## config.mk

```make
export PLATFORM = sky130hd
export DESIGN_NAME = irq_controller_flat
export DESIGN_NICKNAME = d
export VERILOG_FILES = /design/src/rtl/irq_controller_if.sv /design/src/rtl/irq_controller.sv /design/src/flat_wrapper.sv
export SDC_FILE = /design/constraint.sdc
export NUM_CORES = 1
export LEC_CHECK = 0
export CORE_MARGIN = 2
export CORE_UTILIZATION = 28
export CTS_BUF_LIST = sky130_fd_sc_hd__clkbuf_4
export DETAILED_ROUTE_END_ITERATION = 8
export SLEW_MARGIN = 20
export SYNTH_ARGS = -nofsm -noshare
export SYNTH_HDL_FRONTEND = slang
export SYNTH_SLANG_ARGS = --single-unit
```

## constraint.sdc

```tcl
create_clock -name clk -period 3.1 [get_ports clk]
set_clock_uncertainty 0.1 [all_clocks]
set_input_delay 0.775 -clock clk [delete_from_list [all_inputs] [get_ports clk]]
set_output_delay 0.775 -clock clk [all_outputs]
set_load 0.02 [all_outputs]
```

## src/rtl/irq_controller_if.sv

```systemverilog
// irq_controller_if: 8-bit register bus shared with the GPIO/counter-timer io block.
//   din/address/w_en/r_en : driven by the bus master (CPU side)
//   dout                  : registered read data from the slave
interface irq_controller_if;
    logic [7:0] din;
    logic [7:0] address;
    logic       w_en;
    logic       r_en;
    logic [7:0] dout;

    modport master (output din, address, w_en, r_en, input dout);
    modport slave  (input din, address, w_en, r_en, output dout);
endinterface

```

## src/rtl/irq_controller.sv

```systemverilog
// irq_controller: latches interrupt pulses as pending, masks them, picks the
// lowest-index eligible source and presents one request + vector to the core.
// The core acknowledges on entry and signals return on exit (no nesting).
//   clk, rst_n        : clock, asynchronous active-low reset
//   bus (slave)       : din/address/w_en/r_en in, dout out (registered)
//   irq_in[N_IRQ]     : interrupt pulses from the io block
//   irq, irq_vector   : registered request and source index to the core
//   irq_ack, irq_ret  : 1-cycle pulses from the core (entry / return)
// Registers at BASE_ADDR+0..3: ENABLE, PENDING (W1C), CTRL (bit0 GIE), STATUS.
module irq_controller #(
    parameter int         N_IRQ     = 3,
    parameter logic [7:0] BASE_ADDR = 8'h10
) (
    input  logic                 clk,
    input  logic                 rst_n,
    irq_controller_if.slave      bus,
    input  logic [N_IRQ-1:0]     irq_in,
    output logic                 irq,
    output logic [2:0]           irq_vector,
    input  logic                 irq_ack,
    input  logic                 irq_ret
);

    typedef enum logic [1:0] {S_IDLE, S_REQ, S_SERVICE} state_t;

    state_t           r_state, w_state_nxt;
    logic [N_IRQ-1:0] r_enable, r_pending;
    logic [N_IRQ-1:0] w_eligible, w_w1c, w_ack_clr, w_pending_nxt;
    logic             r_gie, r_irq;
    logic [2:0]       r_vec, w_vec_nxt, w_sel;
    logic             w_irq_nxt, w_ack_take, w_req;
    logic [7:0]       r_dout, w_rdata, w_off;
    logic             w_hit, w_wr, w_rd;
    logic             w_unused_din;

    // Modular subtraction: offset < 4 exactly when address is in BASE..BASE+3.
    assign w_off = bus.address - BASE_ADDR;
    assign w_hit = (w_off[7:2] == 6'd0);
    assign w_wr  = bus.w_en & w_hit;
    assign w_rd  = bus.r_en & w_hit;

    assign w_unused_din = ^bus.din;

    assign w_eligible = r_pending & r_enable;
    assign w_req      = r_gie & (|w_eligible);

    // Fixed priority: lowest index wins.
    always_comb begin
        w_sel = 3'd0;
        for (int i = N_IRQ - 1; i >= 0; i--)
            if (w_eligible[i]) w_sel = 3'(i);
    end

    always_comb begin
        w_state_nxt = r_state;
        w_vec_nxt   = r_vec;
        w_ack_take  = 1'b0;
        case (r_state)
            S_IDLE: begin
                if (w_req) begin
                    w_state_nxt = S_REQ;
                    w_vec_nxt   = w_sel;
                end
            end
            S_REQ: begin
                // Ack takes precedence; the acked vector is the one on irq_vector.
                if (irq_ack) begin
                    w_ack_take  = 1'b1;
                    w_state_nxt = S_SERVICE;
                end else if (!w_req) begin
                    w_state_nxt = S_IDLE;
                end else begin
                    w_vec_nxt   = w_sel;
                end
            end
            S_SERVICE: begin
                if (irq_ret) w_state_nxt = S_IDLE;
            end
            default: w_state_nxt = S_IDLE;
        endcase
    end

    assign w_irq_nxt = (w_state_nxt == S_REQ);

    always_comb begin
        for (int i = 0; i < N_IRQ; i++)
            w_ack_clr[i] = w_ack_take && (r_vec == 3'(i));
    end

    assign w_w1c = (w_wr && w_off[1:0] == 2'd1) ? bus.din[N_IRQ-1:0] : '0;

    // New pulses are OR-ed in after clears so a coincident set always wins.
    assign w_pending_nxt = (r_pending & ~(w_w1c | w_ack_clr)) | irq_in;

    always_comb begin
        w_rdata = 8'd0;
        case (w_off[1:0])
            2'd0: w_rdata = 8'(r_enable);
            2'd1: w_rdata = 8'(r_pending);
            2'd2: w_rdata = {7'd0, r_gie};
            2'd3: w_rdata = {(r_state == S_SERVICE), r_irq, 3'd0, r_vec};
            default: w_rdata = 8'd0;
        endcase
    end

    always_ff @(posedge clk or negedge rst_n) begin
        if (!rst_n) begin
            r_state <= S_IDLE;
            r_irq   <= 1'b0;
            r_vec   <= 3'd0;
        end else begin
            r_state <= w_state_nxt;
            r_irq   <= w_irq_nxt;
            r_vec   <= w_vec_nxt;
        end
    end

    always_ff @(posedge clk or negedge rst_n) begin
        if (!rst_n) begin
            r_enable  <= '0;
            r_pending <= '0;
            r_gie     <= 1'b0;
            r_dout    <= 8'd0;
        end else begin
            r_pending <= w_pending_nxt;
            if (w_wr && w_off[1:0] == 2'd0) r_enable <= bus.din[N_IRQ-1:0];
            if (w_wr && w_off[1:0] == 2'd2) r_gie    <= bus.din[0];
            if (w_rd)                       r_dout   <= w_rdata;
        end
    end

    assign irq        = r_irq;
    assign irq_vector = r_vec;
    assign bus.dout   = r_dout;

endmodule

```

## src/flat_wrapper.sv

```systemverilog
// flat-port wrapper written by rule: the top's interface ports become plain ports
module irq_controller_flat 
#(
    parameter int         N_IRQ     = 3,
    parameter logic [7:0] BASE_ADDR = 8'h10
)
  (clk, rst_n, irq_in, irq, irq_vector, irq_ack, irq_ret, bus_din, bus_address, bus_w_en, bus_r_en, bus_dout);
  irq_controller_if bus_i ();
  input  logic clk;
  input  logic rst_n;
  input  logic [N_IRQ-1:0] irq_in;
  output logic irq;
  output logic [2:0] irq_vector;
  input  logic irq_ack;
  input  logic irq_ret;
  input wire logic [$bits(bus_i.din)-1:0] bus_din;
  input wire logic [$bits(bus_i.address)-1:0] bus_address;
  input wire logic [$bits(bus_i.w_en)-1:0] bus_w_en;
  input wire logic [$bits(bus_i.r_en)-1:0] bus_r_en;
  output wire logic [$bits(bus_i.dout)-1:0] bus_dout;
  assign bus_i.din = bus_din;
  assign bus_i.address = bus_address;
  assign bus_i.w_en = bus_w_en;
  assign bus_i.r_en = bus_r_en;
  assign bus_dout = bus_i.dout;
  irq_controller #(.N_IRQ(N_IRQ), .BASE_ADDR(BASE_ADDR)) u_core (.clk(clk), .rst_n(rst_n), .bus(bus_i), .irq_in(irq_in), .irq(irq), .irq_vector(irq_vector), .irq_ack(irq_ack), .irq_ret(irq_ret));
endmodule
```

==> metrics.cfg <==
[logic_synthesis]
count_of_mapped_cells_out_of_synthesis = 75
yosys_register_bits = 17
cell_area_synth_sq_um = 898
ys_types = 28
synthesis.yosys.warnings = 0
synthesis.area_per_instance_sq_um = 12.0
synth-seq-area-share_pct = 47.4

[global_routing]
globalRoute.totalOverflow = 0
grt_antenna_before_repair = 0
grt_pass1_wl_microns = 2930
grt_start_max_net_pins = 18
global_route.usage.total_pct = 11.0
number_of_global_route_vias_before_repair = 667

[routing]
drt_wl_total_microns = 1830
avgRoutedWirePerCell_microns = 12.3
dr.first_iter.drc_count = 13
detailroute.via_count = 703
ant_nets = 0
detail_route.drc_violations = 0
vias_per_cell = 4.75
drtPass1Iterations = 4

[critical_path]
startpoint_type = flip-flop
crit_start = u_core.irq_vector[0]
endpoint_required_time_on_the_critical_path_ps = 2220
cp_slowest_cell = sky130_fd_sc_hd__clkdlybuf4s50_1
path_cells = clkdlybuf4s50_1
critPathArrivalTime_ps = 1360
cpPeakStageDelay_ps = 630
critPathTopFamily = buffers and inverters
worstPathMaxFanout = 5
critical_path_class = reg -> out
crit_buf_inv = 1
critPathCaptureType = output pin
r2r_path_start = u_core.r_state[1]

[placed_design]
place.detailed.hpwl_microns = 1460
routabilityCongestion = 0.674
port-buffer-count = 27
place_ws_ps = 602

[pwr]
leakage_uw = 0.000539
ir_worst_vdd_v = 0.000168
power_density_mw_per_mm2 = 368

[finish]
mostFrequentLayoutCells = 27 x sky130_fd_sc_hd__clkdlybuf4s50_1, 17 x sky130_fd_sc_hd__dfrtp_1, 10 x sky130_fd_sc_hd__mux2_2
insertedDiodeCount = 0
commonest_non_fill_non_tap_cell_in_the_layout = sky130_fd_sc_hd__clkdlybuf4s50_1
synthToLayoutAreaGrowth_pct = 36.8
num-nets-final = 130
layout-drive-gt1-share_pct = 22.1

[clocking]
postCtsResizedCells = 0
clock_pin_slew_worst_setup_and_hold_paths_ps = 90
tritoncts_clock_tree = done
hold_buffers = 0
cts_buffers = 3
cts_setup_buffers = 0
clock_tree.root_cell = sky130_fd_sc_hd__clkbuf_4
cts-htree-levels = 1
clock_sinks = 17
cts_max_path_buffers = 2
clock_latency_ps = 300

[run]
max-cap-violations = 0

[die]
initial_core_util_pct = 29.4
io-pin-count = 37
floorplan.rows = 20
height_of_the_die_microns = 60.6
dieArea_sq_mm = 0.00368
horizontal_die_dimension_microns = 60.6
fp.coreArea_sq_mm = 0.00305

[sta]
final_cycle_share_pct = 72.0
final.setup.worst_slack_ps = 869
rsz0062_at_grt = no
max_slew.worst_pin.slew_ps = 759
max-slew-margin-rel_pct = 49.3
hold_viol_final = 0
final.min_clock_period_ps = 2230
slew_viols_final = 0
timing.setup.tns_ps = 0
maxClockFrequency_mhz = 448
setup_viol_count_final = 0

[run_status]
outcome = finished, final reports clean

[min_path]
hp-class = reg -> reg
min_from = u_core.bus.dout[7]

## per-stage QoR
step	instance area, sq um	util [%]	power, uW	hold WS, ps	std cells
after floorplan	910	-	288	379	78
after global placement	1200	39.3	337	387	144
after detailed placement	1200	39.3	339	392	144
after CTS	1230	40.2	458	414	148
after global routing	1230	40.2	476	421	148
final	1230	40.2	452	408	148
## area by class of cell
class,instances,area [sq um]
Fill cell,316,1820
Multi-Input combinational cell,55,447
Sequential cell,17,425
Timing Repair Buffer,27,270
Tap cell,44,55.1
Clock buffer,3,22.5
Clock inverter,1,5.00
Inverter,1,3.75
## sequential cells by signal, summed over array words and instances, names as in the netlist
| name | flops |
|---|---|
| u_core.r_gie | 1 |
| u_core.irq | 1 |
| u_core.r_pending | 3 |
| u_core.r_enable | 3 |
| u_core.bus.dout | 5 |
| u_core.r_state | 2 |
| u_core.irq_vector | 2 |
## power breakdown
group	switching, uW	internal [uW]	total, uW
Sequential	9.80	232	242
Clock	70.5	48.0	118
Combinational	41.1	50.7	91.8
Total	121	331	452
## synth_stat cells
library cell               instances  share of area, %
sky130_fd_sc_hd__nor2_1            5               2.1
sky130_fd_sc_hd__a31oi_1           2               1.4
sky130_fd_sc_hd__mux2i_1           1               1.1
sky130_fd_sc_hd__clkbuf_1          1              0.42
sky130_fd_sc_hd__a22o_1            2               2.0
sky130_fd_sc_hd__dfrtp_1          17                47
sky130_fd_sc_hd__nor3b_2           1               1.4
sky130_fd_sc_hd__nand4b_1          1              0.98
sky130_fd_sc_hd__conb_1            1              0.42
sky130_fd_sc_hd__and4b_1           1               1.1
sky130_fd_sc_hd__nand4_1           4               2.8
sky130_fd_sc_hd__nand2_1           4               1.7
sky130_fd_sc_hd__nand3b_1          1              0.84
sky130_fd_sc_hd__buf_4             4               3.3
sky130_fd_sc_hd__nand3_1           2               1.1
sky130_fd_sc_hd__nand3_2           1               1.1
sky130_fd_sc_hd__o21ai_0           1              0.56
sky130_fd_sc_hd__and2_1            3               2.1
sky130_fd_sc_hd__mux2_2           10                13
sky130_fd_sc_hd__a31o_2            3               2.9
sky130_fd_sc_hd__o211a_1           2               2.2
sky130_fd_sc_hd__nor4b_4           1               2.6
sky130_fd_sc_hd__mux4_2            1               2.5
sky130_fd_sc_hd__nor2b_1           2               1.4
sky130_fd_sc_hd__and3_1            1              0.70
sky130_fd_sc_hd__nand3_4           1               2.0
sky130_fd_sc_hd__inv_1             1              0.42
sky130_fd_sc_hd__or3b_2            1              0.98
## path summary, 6_finish.rpt
kind / slack [ps] / cells past startpoint / endpoint
setup / recovery: 870 / 1 / irq_vector[0]
hold / removal: 410 / 1 / u_core.bus.dout[7]
setup reg to reg: 1580 / 3 / u_core.r_pending[2]
hold reg to reg: 410 / 1 / u_core.bus.dout[7]
max in group asynchronous: 1600 / 1 / u_core.r_state[1]
min in group asynchronous: 820 / 1 / u_core.bus.dout[2]
## metal layers
metal	vias to the layer above	routed length, microns	GRT usage [%]
li1	330	-	-
met1	349	782	12.8
met3	2	123	4.05
met5	-	0	0
met4	0	13	2.80
met2	22	905	19.2
## cell families (layout without fill, tap and decap cells)
kind of cell | Yosys count | count (layout) | synth area share [%]
buffers and inverters | 6 | 32 | 4.18
AOI/OAI and AO/OA | 10 | 10 | 9.05
other | 1 | 4 | 0.417
DFF | 17 | 17 | 47.4
and+or+nand+nor | 29 | 29 | 22.8
muxes | 12 | 12 | 16.2
Power figures use the tool's default switching activity.
